===== config.mk =====
export PLATFORM = sky130hd
export DESIGN_NAME = mem_wb_elastic_reg
export DESIGN_NICKNAME = d
export VERILOG_FILES = /design/src/rtl/mem_wb_elastic_reg.sv
export SDC_FILE = /design/constraint.sdc
export NUM_CORES = 1
export LEC_CHECK = 0
export ABC_AREA = 1
export ABC_CLOCK_PERIOD_IN_PS = 3800
export BUFFER_PORTS_ARGS = -buffer_cell sky130_fd_sc_hd__clkbuf_2
export CAP_MARGIN = 5
export CORE_ASPECT_RATIO = 0.75
export CORE_MARGIN = 4
export CORE_UTILIZATION = 30
export DETAILED_ROUTE_END_ITERATION = 8
export GPL_ROUTABILITY_DRIVEN = 0
export GPL_TIMING_DRIVEN = 0
export PLACE_DENSITY_LB_ADDON = 0.05
export REMOVE_ABC_BUFFERS = 1
export SLEW_MARGIN = 20
export SYNTH_ARGS = -nofsm -noshare
export SYNTH_HDL_FRONTEND = slang
export SYNTH_SLANG_ARGS = --single-unit

===== constraint.sdc =====
create_clock -name clk -period 3.8 [get_ports clk]
set_clock_uncertainty 0.15 [all_clocks]
set_input_delay 0.38 -clock clk [delete_from_list [all_inputs] [get_ports clk]]
set_output_delay 0.38 -clock clk [all_outputs]
set_load 0.05 [all_outputs]

===== src/rtl/mem_wb_elastic_reg.sv =====
// rtl/mem_wb_elastic_reg.sv - MEM/WB pipeline register with valid/ready skid buffer and load lane extraction
//
// Purpose:
//   Elastic MEM/WB register. An output register O feeds the WB stage. A skid
//   register S absorbs one extra entry, so in_ready can be a flop and never
//   depends combinationally on out_ready. Load data is lane-extracted and
//   sign/zero-extended before it is stored. A misaligned access becomes an
//   exception bubble.
//
// Ports:
//   clk, reset          clock; synchronous active-high reset
//   flush               drop held entries and the entry offered this cycle
//   in_valid/in_ready   upstream handshake (MEM stage)
//   in_pc .. in_data    pipeline payload from MEM
//   in_miss_align       misaligned access; replaces the payload with an exception
//   in_load_size        0 byte, 1 half, 2 word, 3 pass-through
//   in_load_sext        sign-extend sub-word loads
//   in_byte_off         byte offset of the access inside the data word
//   out_valid/out_ready downstream handshake (WB stage)
//   out_pc .. out_data  registered payload to WB
module mem_wb_elastic_reg #(
    parameter int DW = 32,
    parameter int AW = 30,
    parameter int RW = 5,
    parameter int CW = 2,
    parameter int EW = 3,
    parameter logic [EW-1:0] EXP_MISS_ALIGN = 'h3
) (
    input  logic                      clk,
    input  logic                      reset,
    input  logic                      flush,
    input  logic                      in_valid,
    output logic                      in_ready,
    input  logic [AW-1:0]             in_pc,
    input  logic                      in_en,
    input  logic                      in_br_flag,
    input  logic [CW-1:0]             in_ctrl_op,
    input  logic [RW-1:0]             in_dst_addr,
    input  logic                      in_gpr_we_,
    input  logic [EW-1:0]             in_exp_code,
    input  logic [DW-1:0]             in_data,
    input  logic                      in_miss_align,
    input  logic [1:0]                in_load_size,
    input  logic                      in_load_sext,
    input  logic [$clog2(DW/8)-1:0]   in_byte_off,
    output logic                      out_valid,
    input  logic                      out_ready,
    output logic [AW-1:0]             out_pc,
    output logic                      out_en,
    output logic                      out_br_flag,
    output logic [CW-1:0]             out_ctrl_op,
    output logic [RW-1:0]             out_dst_addr,
    output logic                      out_gpr_we_,
    output logic [EW-1:0]             out_exp_code,
    output logic [DW-1:0]             out_data
);

    localparam int OW = $clog2(DW/8);
    // Width of the "word" load: 32 bits, or the whole data word when narrower.
    localparam int WW = (DW > 32) ? 32 : DW;
    // Packed payload: {pc, en, br_flag, ctrl_op, dst_addr, gpr_we_, exp_code, data}
    localparam int PW = AW + 3 + CW + RW + EW + DW;
    // Half loads ignore offset bit 0; word loads ignore bits [1:0] (and use no offset at all when DW <= 32).
    localparam logic [OW-1:0] HALF_MASK = ~OW'(1);
    localparam logic [OW-1:0] WORD_MASK = (DW > 32) ? ~OW'(3) : '0;
    // Idle payload: everything zero except the active-low write enable.
    localparam logic [PW-1:0] RESET_PL = PW'(1) << (EW + DW);

    logic [PW-1:0] o_q, o_d, s_q, s_d;
    logic          o_valid_q, o_valid_d, s_valid_q, s_valid_d;

    logic [OW-1:0] sh_off;
    logic [DW-1:0] shifted;
    logic [DW-1:0] ext_data;
    logic [PW-1:0] new_pl;
    logic          accept, pop;

    always_comb begin
        sh_off = '0;
        case (in_load_size)
            2'd0:    sh_off = in_byte_off;
            2'd1:    sh_off = in_byte_off & HALF_MASK;
            2'd2:    sh_off = in_byte_off & WORD_MASK;
            default: sh_off = '0;
        endcase
    end

    // Bring the selected lane down to bit 0, then extend from its top bit.
    assign shifted = in_data >> {sh_off, 3'b000};

    always_comb begin
        ext_data = in_data;
        case (in_load_size)
            2'd0: ext_data = in_load_sext ? DW'($signed(shifted[7:0]))    : DW'(shifted[7:0]);
            2'd1: ext_data = in_load_sext ? DW'($signed(shifted[15:0]))   : DW'(shifted[15:0]);
            2'd2: ext_data = in_load_sext ? DW'($signed(shifted[WW-1:0])) : DW'(shifted[WW-1:0]);
            default: ext_data = in_data;
        endcase
    end

    // A misaligned access keeps its pc/en/br_flag for the exception handler and becomes a no-write bubble.
    always_comb begin
        if (in_miss_align) begin
            new_pl = {in_pc, in_en, in_br_flag, {CW{1'b0}}, {RW{1'b0}}, 1'b1,
                      EXP_MISS_ALIGN, {DW{1'b0}}};
        end else begin
            new_pl = {in_pc, in_en, in_br_flag, in_ctrl_op, in_dst_addr, in_gpr_we_,
                      in_exp_code, ext_data};
        end
    end

    assign in_ready  = !s_valid_q;
    assign out_valid = o_valid_q;
    assign accept    = in_valid && in_ready;
    assign pop       = o_valid_q && out_ready;

    // When S is full in_ready is low, so "pop with S full" never coincides with an accept.
    always_comb begin
        o_d       = o_q;
        s_d       = s_q;
        o_valid_d = o_valid_q;
        s_valid_d = s_valid_q;
        if (flush) begin
            o_d       = RESET_PL;
            o_valid_d = 1'b0;
            s_valid_d = 1'b0;
        end else if (pop && s_valid_q) begin
            o_d       = s_q;
            s_valid_d = 1'b0;
        end else if (accept && (!o_valid_q || pop)) begin
            o_d       = new_pl;
            o_valid_d = 1'b1;
        end else if (accept) begin
            s_d       = new_pl;
            s_valid_d = 1'b1;
        end else if (pop) begin
            o_valid_d = 1'b0;
        end
    end

    always_ff @(posedge clk) begin
        if (reset) begin
            o_q       <= RESET_PL;
            s_q       <= RESET_PL;
            o_valid_q <= 1'b0;
            s_valid_q <= 1'b0;
        end else begin
            o_q       <= o_d;
            s_q       <= s_d;
            o_valid_q <= o_valid_d;
            s_valid_q <= s_valid_d;
        end
    end

    assign {out_pc, out_en, out_br_flag, out_ctrl_op, out_dst_addr, out_gpr_we_,
            out_exp_code, out_data} = o_q;

endmodule


Word level (Yosys, flattened, before mapping)
Cells that the tools add are included.

Output and inout port bits: 77. Logic and storage cells: 36. Register bits: 152. Input port bits: 86.

Shifts and indexed selects: 1. Eq/ne operators: 3. Multiplexer cells: 10. Bitwise gates (word level): 3. Reductions and logical operators: 15.

Operators by type and width (number): 75-bit two-way mux (2); 32-bit one-hot mux with 3 select lines (1); 32-bit two-way mux (2); 43-bit two-way mux (1); 32-bit by 5-bit >> shifter with 32-bit output (1); 1-bit logical AND (4); 2-bit one-hot mux with 2 select lines (1); 4-bit AND reduction (1); 2-bit nonzero test (2); 1-bit two-way mux (3); 1-bit inverter (3); 3-bit AND reduction (1); 3-bit OR reduction (1); 2-bit by 1-bit equality test with 1-bit output (second input constant) (1); 2-bit equality test (second input constant) (1); 1-bit logical NOT (2); 2-bit logical NOT (1); 2-bit by 1-bit != test with 1-bit output (second input constant) (1); 2-bit AND reduction (1); 2-bit OR reduction (1); 1-bit logical OR (1).

Depth between registers and ports, before layout
Gate-level depths: netlist of the first run.

Depth in word-level cells: 8. Gate-level depth with buffers: 14. Mapped depth without buffers: 11.

Worst setup path after synthesis of the first run
OpenSTA, ideal clock, no wires.

Path kind: reg-to-reg. Start: register o_valid_q, in the netlist out_valid. End: register s_q[40]. Buffers on the path: 2. Cell stages (with the launch flop): 11. Path slack: 1.803 ns. Setup time: 0.071 ns. Arrival time: 1.777 ns. Data required time: 3.579 ns. Clock period less this slack: 1.997 ns. Cell sequence: dfxtp_1 > inv_1 > nor2_1 > inv_1 > nor2_1 > inv_1 > nor3_4 > buf_2 > buf_2 > nand2_1 > a21oi_1.

Cells in the longest elaborated chain, start to end: 5. Elaborated cells between the ends (all ways): 8. Those cells by class: bitwise: 2; reduce/logical: 6.

Ends and longest elaborated chain: from (decl) (line 70) `logic o_valid_q, o_valid_d, s_valid_q, s_valid_d;`; from (signal assigned) (line 150) `o_valid_q <= o_valid_d;`; 1-bit logical NOT or 1-bit logical AND (tied branches) (line 130, 115); 1-bit logical OR (line 130) `end else if (accept && (!o_valid_q || pop)) begin`; 1-bit logical AND (line 130); 1-bit inverter (no source line); 4-bit AND reduction (no source line) (*); to (signal assigned) (line 144) `s_q <= RESET_PL;`; to (signal assigned) (line 149) `s_q <= s_d;`; to (decl) (line 69) `logic [PW-1:0] o_q, o_d, s_q, s_d;`.

Mark *: on every way between the ends. The rest lies on a longest branch, timed or not. A chain may end at the register's enable or synchronous reset.

Worst setup path in the final report of the first run
Start: register o_valid_q, in the netlist out_valid. End: register s_q[2].

Same word-level chain as after synthesis.

==> metrics, run 1 <==
YS warnings=0; Die W=~190 microns; actual slew at the worst max-slew pin=964 ps; Setup Buffers After CTS=0; Synth Area in Adders=0%; mux cell area share after synthesis=0%; syn_area_per_cell=around 6.8 sq um; Crit path buffers/inverters=7; clk slew on worst S/H paths=70 ps; Final Slew Violations=0; main combinational cell family by area after synthesis=simple AND/OR/NAND/NOR gates; slowest CP cell=inv_2; Reg-to-Reg End=s_q[2]; met2 wire length=10.3 mm; CP startpoint kind=flop; HPWL Detailed=15.4 mm; WS Path Type=reg2reg; critical path's top delay family=buffers and inverters; TritonCTS buffer count=17; stages on the worst setup path=11; setup TNS=0 ps; Starting Density=30.7%; crit path time final=3340 ps; multi-input logic area=3500 sq um; total placed cells including tap cells=1443; Root Buffer=clkbuf_16; routed len/inst=between 15 and 20 microns; number of global-route vias before repair=6661; R2R cell count=11; Achievable Freq=roughly 300 MHz; Die Span Y=roughly 140 microns; post-route cell area=8780 sq um; Top Layer Used=met4; vias per std cell=4.83; FF-to-FF Start=out_valid; crit path capture=s_q[2]; antenna violations before repair=0; ANT nets after route=0; Final Non-Filler Cells=1475; Worst setup startpoint=out_valid; VDD IR max=0.000285 V; clk buf depth=2; clk_lat worst skew=420 ps; largest net degree at the start of global routing=58; Post-Route M1 WL=12.6 mm; Largest stage delay, worst path=680 ps; Max-Cap Viols=0; final core utilization=~38%; leak pwr=4.09 nW; Die ar.=about 26000 sq um; Cell Area, Synth=7110 sq um; # clock sinks=152; CTS tree=built; Area growth syn-to-layout=23.5%; DRT iter0 DRCs=411; Power Density=441 nW/um^2; status=completed; CP max FO=47; WHS=51.7 ps; number of instances resized during post-cts repair=0; synth unique cells=29; relative slew slack=35.3%; Ports=163; Hold Violations, Final=0; Critical Path AT=3530 ps; Hold Buf Count CTS=0; final wirelength=24.1 mm; Hold Crit Class=in2reg; pre-CTS setup slack=between 200 and 250 ps; ANT cells=0; Final Worst Setup Slack=between 400 and 500 ps; Layout Nets=about 1200; data required time of the critical path=3990 ps; # fillers=2511; met3 wire length=between 1 and 1.5 mm; placed inst area=8200 sq um; Worst setup EP type=flop; FF+latch area=3040 sq um; 1st-pass router iterations=4; setup violators final=0; total gr overflow=0; Post-Synth Simple-Gate Area=24.7%; post-synthesis compound-gate area fraction=24.1%; Post-Synth XOR/XNOR Area=0%; Final Power=3.87 mW; Top cell by count, worst path=buf_8; GRT Overall Usage=between 10% and 20%; Core Footprint=23200 sq um; Final period util=87.8%; Mapped Cells=1051; Critical Path, Cell by Cell=nand3_4 > buf_12 > inv_2 > buf_12 > nor3_4 > buf_8 > buf_8 > buf_8 > inv_2 > nand2_1 > a21oi_1; RSZ-0062 raised after global routing=no; Synth Register Bits=between 150 and 200; first-pass GRT wire length=about 38 mm; share of cells above drive strength 1=19.4%; num rows=48; # DRC=0; r2r setup slk=460 ps; IO Port Bufs=approximately 160; routed via count=7119; H-tree depth=4; sequential fraction of the synthesis area=a little over two fifths
-- sequential cells by signal, summed over array words and instances (netlist names) --
signal,flops
o_q,75
out_valid,1
s_q,75
s_valid_q,1
-- metal layers --
layer	up-vias	track usage, %
met4	0	3.45
met1	3280	27.0
met2	138	27.3
met5	-	0
met3	8	3.87
li1	3693	-
-- cell type report --
cell class | count | share of cell area (%)
Inverter | 54 | 2.32
Clock inverter | 13 | 1.51
Timing Repair Buffer | 176 | 12.3
Multi-Input combinational cell | 761 | 39.8
Clock buffer | 19 | 5.05
Tap cell | 300 | 4.28
Sequential cell | 152 | 34.7
-- placed cells by master (no fill, tap or decap), types with 2 or more instances in the layout --
master,instances
o21ai_0,143
a31oi_1,2
clkinvlp_4,3
inv_2,4
o211ai_1,2
a21oi_1,185
inv_1,48
nor2_2,2
buf_16,3
inv_6,5
nand3_2,4
a211oi_1,3
nor2_1,140
dfxtp_1,152
clkbuf_16,17
clkinv_2,2
nand3_1,51
buf_12,5
inv_8,2
nor3_1,8
buf_8,6
nand2_1,208
nand2_4,3
clkbuf_2,162
-- worst reg2reg max path, cell delays in order (launching register included) --
cell and delay (ps):
dfxtp_1 380, nand3_4 240, buf_12 270, inv_2 380
buf_12 260, nor3_4 120, buf_8 160, buf_8 150
buf_8 160, inv_2 680, nand2_1 150, a21oi_1 160
-- kinds of logic (layout without fill, tap and decap cells) --
| group | after synthesis | in the layout |
|---|---|---|
| AOI/OAI and AO/OA | 337 | 337 |
| DFF | 152 | 152 |
| and+or+nand+nor | 424 | 424 |
| buffers and inverters | 138 | 262 |
-- power by group --
| part | internal (mW) | switching (mW) | total, mW |
|---|---|---|---|
| clock | 0.939 | 0.751 | 1.69 |
| combinational | 0.151 | 0.380 | 0.531 |
| sequential | 1.63 | 0.0191 | 1.65 |
-- how the worst min path moves through the flow --
| stage | startpoint | to | slack (ps) | depth (start not counted) |
|---|---|---|---|---|
| after global routing | in_pc[11] | s_q[56] | 50 | 3 |
| after global placement | s_q[35] | s_q[35] | 300 | 2 |
| after detailed placement | s_q[42] | o_q[42] | 300 | 2 |
| final | in_pc[17] | s_q[62] | 50 | 3 |
| after CTS | in_pc[17] | s_q[62] | 30 | 3 |
| after floorplan | s_q[35] | s_q[35] | 280 | 2 |
-- Yosys cell counts --
cell type / instances / area share (%)
nor3_4: 1 / 0.23
nand2_1: 209 / 11
buf_1: 4 / 0.21
buf_4: 2 / 0.21
and3_1: 1 / 0.088
dfxtp_1: 152 / 43
o21ai_0: 143 / 10
buf_6: 7 / 1.1
a211oi_2: 1 / 0.18
nand3_2: 4 / 0.56
buf_2: 14 / 0.99
inv_2: 2 / 0.11
nand3_1: 52 / 3.7
nor2_1: 141 / 7.4
and2_1: 1 / 0.088
inv_1: 50 / 2.6
a211oi_1: 3 / 0.32
nand2_2: 1 / 0.088
o211ai_1: 2 / 0.21
a31oi_1: 2 / 0.18
clkbuf_1: 57 / 3.0
nor2_8: 1 / 0.28
a21oi_1: 185 / 13
nor4_2: 1 / 0.18
clkinv_1: 2 / 0.11
o21bai_1: 1 / 0.11
nor2_2: 2 / 0.18
nand2_4: 2 / 0.32
nor3_1: 8 / 0.56
Note: power is estimated with default switching activity, not from simulation.
==> run 2: changes to the inputs <==
--- a/config.mk
+++ b/config.mk
@@ -16,7 +16,6 @@
 export GPL_ROUTABILITY_DRIVEN = 0
 export GPL_TIMING_DRIVEN = 0
 export PLACE_DENSITY_LB_ADDON = 0.05
-export REMOVE_ABC_BUFFERS = 1
 export SLEW_MARGIN = 20
 export SYNTH_ARGS = -nofsm -noshare
 export SYNTH_HDL_FRONTEND = slang
==> metrics, run 2 (same netlist as run 1, synthesis figures left out) <==
Final Slew Violations=0 (unchanged); hold path start=in_pc[24]; IO Port Bufs=159 (-1.9%); Worst setup EP type=flop; Root Buffer=clkbuf_16; R2R cell count=8 (-3); Ports=163 (unchanged); Hold Violations, Final=0 (unchanged); status=completed; routed via count=7487 (+5.2%); Largest stage delay, worst path=400 ps (-280 ps); # fillers=2596 (+3.4%); ANT cells=0 (unchanged); post-synthesis net count=about 1100; number of instances resized during post-cts repair=0 (unchanged); WS Path Type=reg2reg; worst hold endpoint=s_q[69]; crit path time final=2310 ps (-1030 ps); actual slew at the worst max-slew pin=733 ps (-232 ps); Setup Buffers After CTS=0 (unchanged); slowest CP cell=clkinv_1; Critical Path AT=2440 ps (-1090 ps); r2r setup slk=1490 ps (+1030 ps); clk buf depth=2 (unchanged); number of global-route vias before repair=7060 (+6.0%); HPWL Detailed=19.7 mm (+27%); clk_lat worst skew=420 ps (about the same); setup TNS=0 ps (unchanged); CTS tree=built; Layout Nets=1315 (+5.4%); Area growth syn-to-layout=24.2%; # clock sinks=152 (unchanged); pre-CTS setup slack=1440 ps (+1190 ps); vias per std cell=4.86 (+0.60%); Die Span Y=141 microns (unchanged); H-tree depth=4 (unchanged); Top Layer Used=met4; met2 wire length=10.8 mm (+4.5%); Hold Crit Depth=3 (unchanged); final wirelength=26.7 mm (+11%); routed len/inst=17.3 microns (+6.0%); share of cells above drive strength 1=18.4% (-1.0 points); Core Footprint=23200 sq um (unchanged); Die W=186 microns (unchanged); final core utilization=38.1% (+0.23 points); setup violators final=0 (unchanged); CP max FO=10 (-79%); Critical Path, Cell by Cell=inv_1 > nand2_1 > o21ai_0 > nand2_1 > clkinv_1 > clkbuf_1 > o21ai_0 > a21oi_1; Final Power=3.82 mW (-1.5%); num rows=48 (unchanged); TritonCTS buffer count=17 (unchanged); top flop regs=o_q: 75 flops, s_q: 75 flops; most frequent cells in the layout=nand2_1, a21oi_1, clkbuf_2, dfxtp_1, o21ai_0; RSZ-0062 raised after global routing=no; # DRC=0 (unchanged); antenna violations before repair=0 (unchanged); FF-to-FF Start=s_valid_q; Achievable Freq=434 MHz (+45%); Starting Density=30.7% (unchanged); leak pwr=4.13 nW (+0.97%); Power Density=432 nW/um^2 (-2.1%); 1st-pass router iterations=4 (unchanged); Hold Crit Class=in2reg; DRT iter0 DRCs=561 (+36%); Reg-to-Reg End=o_q[39]; Post-Route M1 WL=14.3 mm (+14%); Hold Buf Count CTS=0 (unchanged); VDD IR max=0.000346 V (+21%); total placed cells including tap cells=1510 (+4.6%); first-pass GRT wire length=41.5 mm (+9.6%); Final Worst Setup Slack=1490 ps (+1030 ps); Final period util=60.7% (-27 points); largest net degree at the start of global routing=17 (-71%); relative slew slack=51.2% (+16 points); total gr overflow=0 (unchanged); met3 wire length=1.34 mm (+32%); Final Non-Filler Cells=1542 (+4.5%); Die ar.=26200 sq um (unchanged); data required time of the critical path=3930 ps (-60 ps); CP startpoint kind=flop; commonest non-fill, non-tap cell in the layout=nand2_1; clk slew on worst S/H paths=70 ps (about the same); Max-Cap Viols=0 (unchanged); GRT Overall Usage=20.2% (+2.1 points); ANT nets after route=0 (unchanged)
run 2: changes by cell type in the layout (fill, tap and decap cells not counted), sizes merged:
cell / change
buf: +13
bufinv: -1
clkbuf: +54
clkinv: +1
run 2: report_power, final:
part           internal, mW  leakage [nW]  switching (mW)
sequential             1.63          1.23          0.0215
combinational         0.152          2.63           0.394
clock                 0.871         0.264           0.743
run 2: worst max-delay path by stage:
stage | start | endpoint | slack, ps | depth (start not counted)
after detailed placement | out_ready | o_q[17] | 1440 | 7
final | s_valid_q | o_q[39] | 1490 | 8
after floorplan | out_valid | s_q[40] | 1800 | 10
after global routing | s_valid_q | o_q[8] | 1280 | 8
after CTS | s_valid_q | o_q[10] | 1520 | 8
after global placement | flush | o_q[26] | 1390 | 5
run 2: routing by layer:
metal	up-vias	GRT usage, %
li1	3836	-
met2	189	27.8
met4	0	4.29
met3	16	3.36
met1	3446	32.6
met5	-	0
run 2: metrics by stage:
step | hold WS (ps) | instance area, sq um
after floorplan | 279 | 7110
after global placement | 291 | 8280
after detailed placement | 301 | 8280
after CTS | 32.1 | 8830
after global routing | 49.6 | 8830
final | 45.9 | 8830
run 2: area by class of cell:
class | count | area (sq um) | share of cell area, %
Multi-Input combinational cell | 761 | 3470 | 39.3
Clock inverter | 13 | 109 | 1.23
Inverter | 54 | 203 | 2.30
Clock buffer | 19 | 443 | 5.02
Tap cell | 300 | 375 | 4.25
Sequential cell | 152 | 3040 | 34.5
Buffer | 84 | 393 | 4.45
Timing Repair Buffer | 159 | 796 | 9.01
run 2: worst max-delay path: cells and delay by family, from the launching register on:
| family | cells | cell delay (ps) |
|---|---|---|
| buffers and inverters | 3 | 860 |
| and+or+nand+nor | 2 | 410 |
| AOI/OAI and AO/OA | 3 | 410 |
| DFF | 1 | 320 |
==> run 3: changes to the inputs <==
--- a/config.mk
+++ b/config.mk
@@ -6,7 +6,7 @@
 export NUM_CORES = 1
 export LEC_CHECK = 0
 export ABC_AREA = 1
-export ABC_CLOCK_PERIOD_IN_PS = 3800
+export ABC_CLOCK_PERIOD_IN_PS = 2100
 export BUFFER_PORTS_ARGS = -buffer_cell sky130_fd_sc_hd__clkbuf_2
 export CAP_MARGIN = 5
 export CORE_ASPECT_RATIO = 0.75
==> constraint.sdc (replaced) <==
create_clock -name clk -period 2.1 [get_ports clk]
set_clock_uncertainty 0.15 [all_clocks]
set_input_delay 0.21 -clock clk [delete_from_list [all_inputs] [get_ports clk]]
set_output_delay 0.21 -clock clk [all_outputs]
set_load 0.05 [all_outputs]
==> metrics, run 3 (same netlist as run 1, synthesis figures left out) <==
first-pass GRT wire length=41.9 mm (+1.0%); Die Span Y=141 microns (unchanged); # clock sinks=152 (unchanged); Die W=186 microns (unchanged); Power Density=749 nW/um^2 (+73%); total placed cells including tap cells=1510 (unchanged); Final Slew Violations=0 (unchanged); Max-Cap Viols=0 (unchanged); # DRC=0 (unchanged); Ports=163 (unchanged); r2r setup slk=150 ps (-1340 ps); largest net degree at the start of global routing=17 (unchanged); Achievable Freq=513 MHz (+18%); num rows=48 (unchanged); CP startpoint kind=flop; HPWL Detailed=19.7 mm (unchanged); Reg-to-Reg End=s_q[35]; WHS=2.72 ps (-43.2 ps); post-route cell area=9320 sq um (+5.5%); data required time of the critical path=2310 ps (-1620 ps); placed inst area=8280 sq um (unchanged); clk buf depth=2 (unchanged); Die ar.=26200 sq um (unchanged); Final Worst Setup Slack=152 ps (-1340 ps); H-tree depth=4 (unchanged); CP max FO=10 (unchanged); GRT Overall Usage=20.4% (+0.16 points); FF+latch area=3040 sq um (about the same); Final period util=92.8% (+32 points); Root Buffer=clkbuf_16; actual slew at the worst max-slew pin=681 ps (-51.0 ps); worst hold endpoint=s_q[42]; post-synthesis net count=1137 (unchanged); FF-to-FF Start=s_valid_q; Hold Crit Class=in2reg; WS Path Type=reg2reg; crit path time final=1950 ps (-357 ps); commonest non-fill, non-tap cell in the layout=nand2_1; hold path start=in_ctrl_op[1]; number of global-route vias before repair=7203 (+2.0%); Hold Crit Depth=5 (+2); TritonCTS buffer count=17 (unchanged); status=completed; IO Port Bufs=159 (unchanged); Hold Violations, Final=0 (unchanged); multi-input logic area=3470 sq um (about the same); DRT iter0 DRCs=492 (-12%); setup TNS=0 ps (unchanged); 1st-pass router iterations=6 (+2); share of cells above drive strength 1=20.3% (+2.0 points); setup violators final=0 (unchanged); pre-CTS setup slack=-158 ps (-1600 ps); Core Footprint=23200 sq um (unchanged); Worst setup EP type=flop; clk_lat worst skew=420 ps (about the same); top flop regs=o_q: 75 flops, s_q: 75 flops; leak pwr=4.39 nW (+6.3%); routed via count=7629 (+1.9%); CTS tree=built; Post-Route M1 WL=14.2 mm (-0.60%); met3 wire length=1.46 mm (+9.2%); relative slew slack=54.4% (+3.2 points); ANT nets after route=0 (unchanged); Final Power=6.98 mW (+83%); most frequent cells in the layout=nand2_1, a21oi_1, clkbuf_2, dfxtp_1, o21ai_0; Critical Path AT=2150 ps (-290 ps); Final Non-Filler Cells=1585 (+2.8%); VDD IR max=0.000628 V (+82%); clk slew on worst S/H paths=60 ps (about the same); final core utilization=40.2% (+2.1 points); Layout Nets=1357 (+3.2%); R2R cell count=10 (+2); vias per std cell=4.81 (-0.87%); routed len/inst=17.0 microns (-1.7%); antenna violations before repair=0 (unchanged); Area growth syn-to-layout=31.1%; met2 wire length=11.1 mm (+2.2%); # fillers=2575 (-0.81%); final wirelength=27.0 mm (+1.0%); total gr overflow=0 (unchanged); Starting Density=30.7% (unchanged); Top Layer Used=met4
run 3: cell types whose count changed in the layout (fill, tap and decap cells not counted), moves of 2 or more:
cell           before  now
clkbuf_1           58   33
clkbuf_4            0    8
buf_4               2    8
buf_2              14    8
clkbuf_2          159  180
buf_1               4    2
dlygate4sd3_1       0   39
run 3: worst max-delay path by stage:
stage / from / to / slack (ps) / depth (start not counted)
5_1_grt: s_valid_q / o_q[0] / -10 / 8
3_3_place_gp: s_valid_q / o_q[34] / -190 / 8
3_5_place_dp: s_valid_q / o_q[10] / -160 / 8
6_report: s_valid_q / s_q[35] / 150 / 10
4_1_cts: s_valid_q / o_q[6] / 2 / 8
2_1_floorplan: out_valid / s_q[40] / 100 / 10
run 3: layout make-up:
| cell class | count | area share [%] |
|---|---|---|
| multi-input combinational | 761 | 37.2 |
| sequential | 152 | 32.7 |
| timing repair buffer | 201 | 13.0 |
| buffer | 84 | 4.94 |
| clock buffer | 19 | 4.75 |
| tap | 300 | 4.03 |
| inverter | 54 | 2.19 |
| clock inverter | 13 | 1.17 |
| antenna | 1 | 0.0269 |
run 3: timing repair:
action	CTS	global route
endpoints found under the hold margin	72	0
hold buffers	39	0
pin swaps	0	1
gates resized for setup	14	51
buffers inserted	0	3
setup endpoints to repair	79	141
run 3: critical path: stages, from the launching register on:
cell and delay, ps:
dfxtp_1 310, inv_1 140, nand2_1 120, nor2_1 140
inv_1 90, nor3_4 190, buf_4 160, buf_6 150
buf_4 220, o21ai_0 100, nand3_1 110
run 3: power by group:
group          total, mW  leakage [nW]  switching (mW)  internal (mW)
clock               2.93         0.264            1.35           1.58
combinational       1.05          2.89           0.725          0.329
sequential          2.99          1.23          0.0392           2.96
total               6.98          4.39            2.11           4.86
run 3: routing by layer:
layer	global-route usage (%)	vias to the layer above
li1	-	3917
met1	33.0	3491
met2	28.1	205
met3	3.13	16
met4	4.29	0
met5	0	-
